## src/rtl/fxp_pkg.sv

```systemverilog
// fxp_pkg: shared fixed-point mode constants and the rescale/round/overflow helper
package fxp_pkg;
  localparam int RND_TRUNC   = 0;
  localparam int RND_HALF_UP = 1;
  localparam int OVF_WRAP    = 0;
  localparam int OVF_SAT     = 1;
  // Returns {ovf, data} packed so that truncating the result to width+1 bits
  // leaves ovf at bit [width] and data in [width-1:0].
  function automatic logic [64:0] fxp_scale(input logic signed [127:0] p, input int width,
                                            input int frac, input int round, input int sat);
    logic signed [128:0] r, s, hi, lo;
    logic ovf;
    logic [64:0] ret;
    r = {p[127], p};
    r = (round == RND_HALF_UP && frac > 0) ? r + (129'sd1 <<< (frac - 1)) : r;
    s = r >>> frac;
    hi = (129'sd1 <<< (width - 1)) - 129'sd1;
    lo = -(129'sd1 <<< (width - 1));
    ovf = s > hi || s < lo;
    s = (sat == OVF_SAT && ovf) ? (s > hi ? hi : lo) : s;
    ret = {1'b0, s[63:0]};
    ret[width] = ovf;
    return ret;
  endfunction
endpackage

```

## src/rtl/fxp_pipe_slot.sv

```systemverilog
// fxp_pipe_slot: one valid/ready register slot with a W-bit payload
// ports: clock, reset (async active-low); in_valid/in_ready/in_data upstream;
//        out_valid/out_ready/out_data downstream
module fxp_pipe_slot
  import fxp_pkg::*;
#(
  parameter int W = 8
) (
  input  logic         clock,
  input  logic         reset,
  input  logic         in_valid,
  output logic         in_ready,
  input  logic [W-1:0] in_data,
  output logic         out_valid,
  input  logic         out_ready,
  output logic [W-1:0] out_data
);
  logic valid_q, valid_d;
  logic [W-1:0] data_q, data_d;
  assign in_ready = !valid_q || out_ready;
  always_comb begin
    valid_d = in_ready ? in_valid : valid_q;
    data_d = (in_ready && in_valid) ? in_data : data_q;
  end
  always_ff @(posedge clock or negedge reset) begin
    if (!reset) begin
      valid_q <= 1'b0;
      data_q <= '0;
    end else begin
      valid_q <= valid_d;
      data_q <= data_d;
    end
  end
  assign out_valid = valid_q;
  assign out_data = data_q;
endmodule

```

## src/rtl/fxp_mul_pipe.sv

```systemverilog
// fxp_mul_pipe: pipelined signed fixed-point multiplier with rounding, saturation and backpressure
// ports: clock, reset (async active-low); in_valid/in_ready/in_a/in_b operand pair;
//        out_valid/out_ready/out_data/out_ovf result; ovf_sticky flag cleared by ovf_clr
module fxp_mul_pipe
  import fxp_pkg::*;
#(
  parameter int WIDTH  = 32,
  parameter int FRAC   = 12,
  parameter int STAGES = 3,
  parameter int ROUND  = RND_TRUNC,
  parameter int SAT    = OVF_WRAP
) (
  input  logic             clock,
  input  logic             reset,
  input  logic             in_valid,
  output logic             in_ready,
  input  logic [WIDTH-1:0] in_a,
  input  logic [WIDTH-1:0] in_b,
  output logic             out_valid,
  input  logic             out_ready,
  output logic [WIDTH-1:0] out_data,
  output logic             out_ovf,
  output logic             ovf_sticky,
  input  logic             ovf_clr
);
  localparam int PW = 2 * WIDTH;
  logic [STAGES:0] vld;
  logic [PW-1:0] pd [STAGES];
  logic signed [PW-1:0] a_x, b_x;
  logic [WIDTH:0] res, last_q;
  logic ovf_q, ovf_d;
  assign a_x = {{WIDTH{in_a[WIDTH-1]}}, in_a};
  assign b_x = {{WIDTH{in_b[WIDTH-1]}}, in_b};
  assign pd[0] = a_x * b_x;
  assign res = (WIDTH + 1)'(fxp_scale(128'($signed(pd[STAGES-1])), WIDTH, FRAC, ROUND, SAT));
  assign vld[0] = in_valid;
  // Each stage keeps its own ready net so the ready chain runs through distinct signals.
  genvar g;
  for (g = 0; g < STAGES; g++) begin : stg
    logic up;
    if (g < STAGES - 1) begin : mid
      fxp_pipe_slot #(.W(PW)) u_slot (
        .clock(clock), .reset(reset),
        .in_valid(vld[g]), .in_ready(up), .in_data(pd[g]),
        .out_valid(vld[g+1]), .out_ready(stg[g+1].up), .out_data(pd[g+1])
      );
    end else begin : last
      fxp_pipe_slot #(.W(WIDTH + 1)) u_slot (
        .clock(clock), .reset(reset),
        .in_valid(vld[g]), .in_ready(up), .in_data(res),
        .out_valid(vld[g+1]), .out_ready(out_ready), .out_data(last_q)
      );
    end
  end
  assign in_ready = stg[0].up;
  assign out_valid = vld[STAGES];
  assign {out_ovf, out_data} = last_q;
  assign ovf_d = (out_valid && out_ready && out_ovf) || (ovf_q && !ovf_clr);
  always_ff @(posedge clock or negedge reset) begin
    if (!reset) ovf_q <= 1'b0;
    else ovf_q <= ovf_d;
  end
  assign ovf_sticky = ovf_q;
endmodule

```

## config.mk

```make
export PLATFORM = sky130hd
export DESIGN_NAME = fxp_mul_pipe
export DESIGN_NICKNAME = d
export VERILOG_FILES = /design/src/rtl/fxp_pkg.sv /design/src/rtl/fxp_pipe_slot.sv /design/src/rtl/fxp_mul_pipe.sv
export SDC_FILE = /design/constraint.sdc
export NUM_CORES = 2
export LEC_CHECK = 0
export ABC_AREA = 0
export BUFFER_PORTS_ARGS = -buffer_cell sky130_fd_sc_hd__buf_2
export CORE_MARGIN = 2
export CORE_UTILIZATION = 35
export DETAILED_ROUTE_END_ITERATION = 10
export PLACE_DENSITY_LB_ADDON = 0.08
export RECOVER_POWER = 25
export SYNTH_ARGS = -nofsm -noshare
export SYNTH_HDL_FRONTEND = slang
export SYNTH_HIERARCHICAL = 1
export SYNTH_SLANG_ARGS = --single-unit
```

## constraint.sdc

```tcl
create_clock -name clock -period 1.94 [get_ports clock]
set_input_delay 0.291 -clock clock [delete_from_list [all_inputs] [get_ports clock]]
set_output_delay 0.291 -clock clock [all_outputs]
set_load 0.005 [all_outputs]
```

==> results.txt <==
* Die Ht: 350 um
- Max-cap violations: 0
- Floorplan Core Area: 118,000 sq um
- DRC marker count from the first detailed-route iteration: 1,032
- Number of nets still failing antenna checks after routing: 0
* Fraction of layout instances using a drive strength above 1: 0.259
- Placer Congestion: 0.836
- Top sig layer: met4
* Clk sinks: 141
* Routed length on met2: 65,400 um
* Overall fraction of global-route tracks in use: 0.202
- Setup repair after global routing could not meet its margin everywhere.
* Final Setup Violations: 52
- STA classifies the critical path endpoint as a flop.
- The floorplan step set the die width to 350 um.
- Synthesized cell area: 41,900 sq um
- Final clock period utilization by the worst path: 3.69
- The longest clock path from root to sink contains 2 buffers.
- During synthesis, Yosys emitted a total of 6 warnings.
- Number of max-slew violations in the final report: 0
- Initial antenna violation count: 3
* Critical Path Source: in_b[12]
* Post-layout utilization of the core: 0.437
* Crit path DAT: 7.46 ns
* Post-synthesis instance total: 4,176
- Summing over every cut layer, the via total after detailed routing is 28,504.
- Total wire length after detailed routing: 119,000 um
* H-tree depth reported by CTS: 4
* Kind of critical path: primary input to flop
- In the routed layout, each cell is associated on average with a via count of 4.53.
- Synthesized area divided by synthesized cell count: 10.0 sq um
- Clock-pin slew was measured on the worst setup and hold paths at 0.06 ns.
- Final routed DRC violation total: 0
- Per-cell routed wire length: 18.9 um
* Final hold violation count: 0
- Worst min-delay path startpoint: ovf_clr
- Latest clock arrival within the worst-skew pair: 0.42 ns
- Achievable clock frequency: 0.140 GHz
* Final min period: 7.16 ns
- The initial utilization of the core area, before any placement, comes to 0.354.
- The tightest min-delay check is of the primary input to flop type.
- Remaining max-slew budget at the tightest pin: 0.144
- Largest net degree at the start of global routing: 47
- Post-Route Skew: 0.0100 ns
- In this run the critical register-to-register path is launched from stg[2].last.u_slot/out_valid$_DFFE_PN0P_.
* Run status: complete, but fails checks
- After layout, the worst setup slack is -5.22 ns.
- Largest fanout of any net on the critical path: 6
* Wire length of the first global-routing pass: 190,000 um
- Filler Cells Inserted: 11,657
- Post-route met1 wirelength: 50,100 um
- STA classifies the critical path startpoint as a primary input.
- Signed area change from the synthesized netlist to the final layout: 23.4%
- Critical Path RT: 2.24 ns
- Sum of net half-perimeters after detailed placement: 105,000 um
- Total nets after synthesis: 5,511
- In the final design database the tool counted 6,012 nets.
- Number of primary I/O pins: 105
- Clock root cell: clkbuf_16
- The first TritonRoute pass finished after 7 iterations.
* Vias in the first global route: 32,477
- Summed over all nets, wire length on met3 after detailed routing comes to 2020 um.
- Final global-route overflow total: 0
- The checks that failed: setup timing.
* TritonCTS clock tree: yes
- Die footprint: 123,000 sq um
- Number of I/O port buffers: 104
* FF+latch area: 3530 sq um
* Multi-input combinational cell area: 35,300 sq um
* Worst Max-Slew Pin Slew: 1.28 ns
* Floorplan row count: 126
- The number of clock buffers added by TritonCTS is 17.
layer usage:
metal	vias up	global-route usage
met3	73	0.0118
met4	0	0.0204
li1	13005	-
met2	279	0.384
met5	-	0
met1	15147	0.258
layout by cell type, fill, tap and decap left out, types with 5 or more instances in the layout:
cell	n
fa_1	1003
inv_1	967
nand2_1	496
and2_1	483
buf_4	460
ha_1	142
dfrtp_1	141
mux2_4	129
buf_6	85
fa_2	79
buf_12	69
buf_2	52
nor2_1	45
ha_4	41
and2_4	37
inv_2	37
xnor2_1	30
a21oi_2	29
a21o_1	28
a21oi_1	24
clkbuf_16	22
xor2_1	17
o21ai_2	15
xnor2_2	14
nand2b_1	13
nand3_1	12
buf_8	12
nand2_2	10
o21bai_1	10
o21ai_1	10
o21a_1	10
nand4_1	10
mux2_2	9
nand2_4	8
clkinvlp_4	8
nor2_2	8
o21ai_0	6
xor2_2	5
nor3_1	5
nor4_1	5
state kept, by name, indices dropped and copies added, names as in the netlist:
register                   count
ovf_sticky                     1
stg.mid.u_slot/out_data      104
stg.mid.u_slot/out_valid       2
stg.last.u_slot/out_data      33
stg.last.u_slot/out_valid      1
layout make-up:
class | count | area share
diodes | 3 | 0.000145
clock buffers | 18 | 0.00849
clock inverters | 14 | 0.00281
inverters | 1006 | 0.0731
multi-input cells | 2818 | 0.683
flip-flops and latches | 141 | 0.0682
well taps | 1600 | 0.0387
repair buffers | 693 | 0.126
worst max-delay path, stage by stage:
cell,delay (ns)
buf_12,0.12
buf_12,0.15
buf_8,0.15
buf_6,0.11
and2_4,0.12
fa_1,0.48
fa_2,0.43
fa_1,0.49
inv_1,0.05
fa_1,0.49
inv_2,0.04
fa_1,0.51
fa_1,0.44
fa_1,0.51
fa_1,0.55
ha_4,0.31
and3_4,0.19
and3_4,0.20
o2111ai_4,0.12
a211oi_4,0.36
buf_4,0.18
o21a_4,0.16
o22ai_4,0.08
o31ai_2,0.19
buf_4,0.20
a21oi_2,0.07
xnor2_2,0.16
mux2_4,0.27
worst paths after layout:
| path | to | slack (ns) | cells past startpoint |
|---|---|---|---|
| worst max-delay path | stg[0].mid.u_slot/out_data[55]$_DFFE_PN0P_ | -5.22 | 28 |
| worst min-delay path | ovf_sticky$_DFF_PN0_ | 0.06 | 2 |
| worst max register to register | stg[0].mid.u_slot/out_data[25]$_DFFE_PN0P_ | 0.31 | 6 |
| worst min register to register | stg[2].last.u_slot/out_data[5]$_DFFE_PN0P_ | 0.50 | 1 |
| max in group asynchronous | stg[0].mid.u_slot/out_data[13]$_DFFE_PN0P_ | 0.35 | 3 |
| min in group asynchronous | stg[0].mid.u_slot/out_data[58]$_DFFE_PN0P_ | 0.70 | 2 |
metrics by stage:
stage	worst slack, ns	setup TNS [ns]	hold slack (ns)	instance area, sq um	cells
floorplan	-5.51	-231.93	-0.00459	42800	4176
global placement	-5.93	-278.49	0.289	48800	6198
detailed placement	-5.90	-277.44	0.280	48800	6198
CTS	-5.25	-242.39	0.0451	50700	6262
global route	-5.38	-252.21	0.0569	51700	6290
finish	-5.22	-243.70	0.0600	51700	6293
timing repair:
action                     CTS  global route
cloned                       3             5
pin swaps                  116           151
hold buffers                 1             0
gates resized for setup    262           211
setup buffers               28            33
setup endpoints to repair   52            52
hold endpoints to repair    41             0
Power is not shown: default switching activity piles up to over one toggle a cycle in this logic, so the estimate is an artifact.
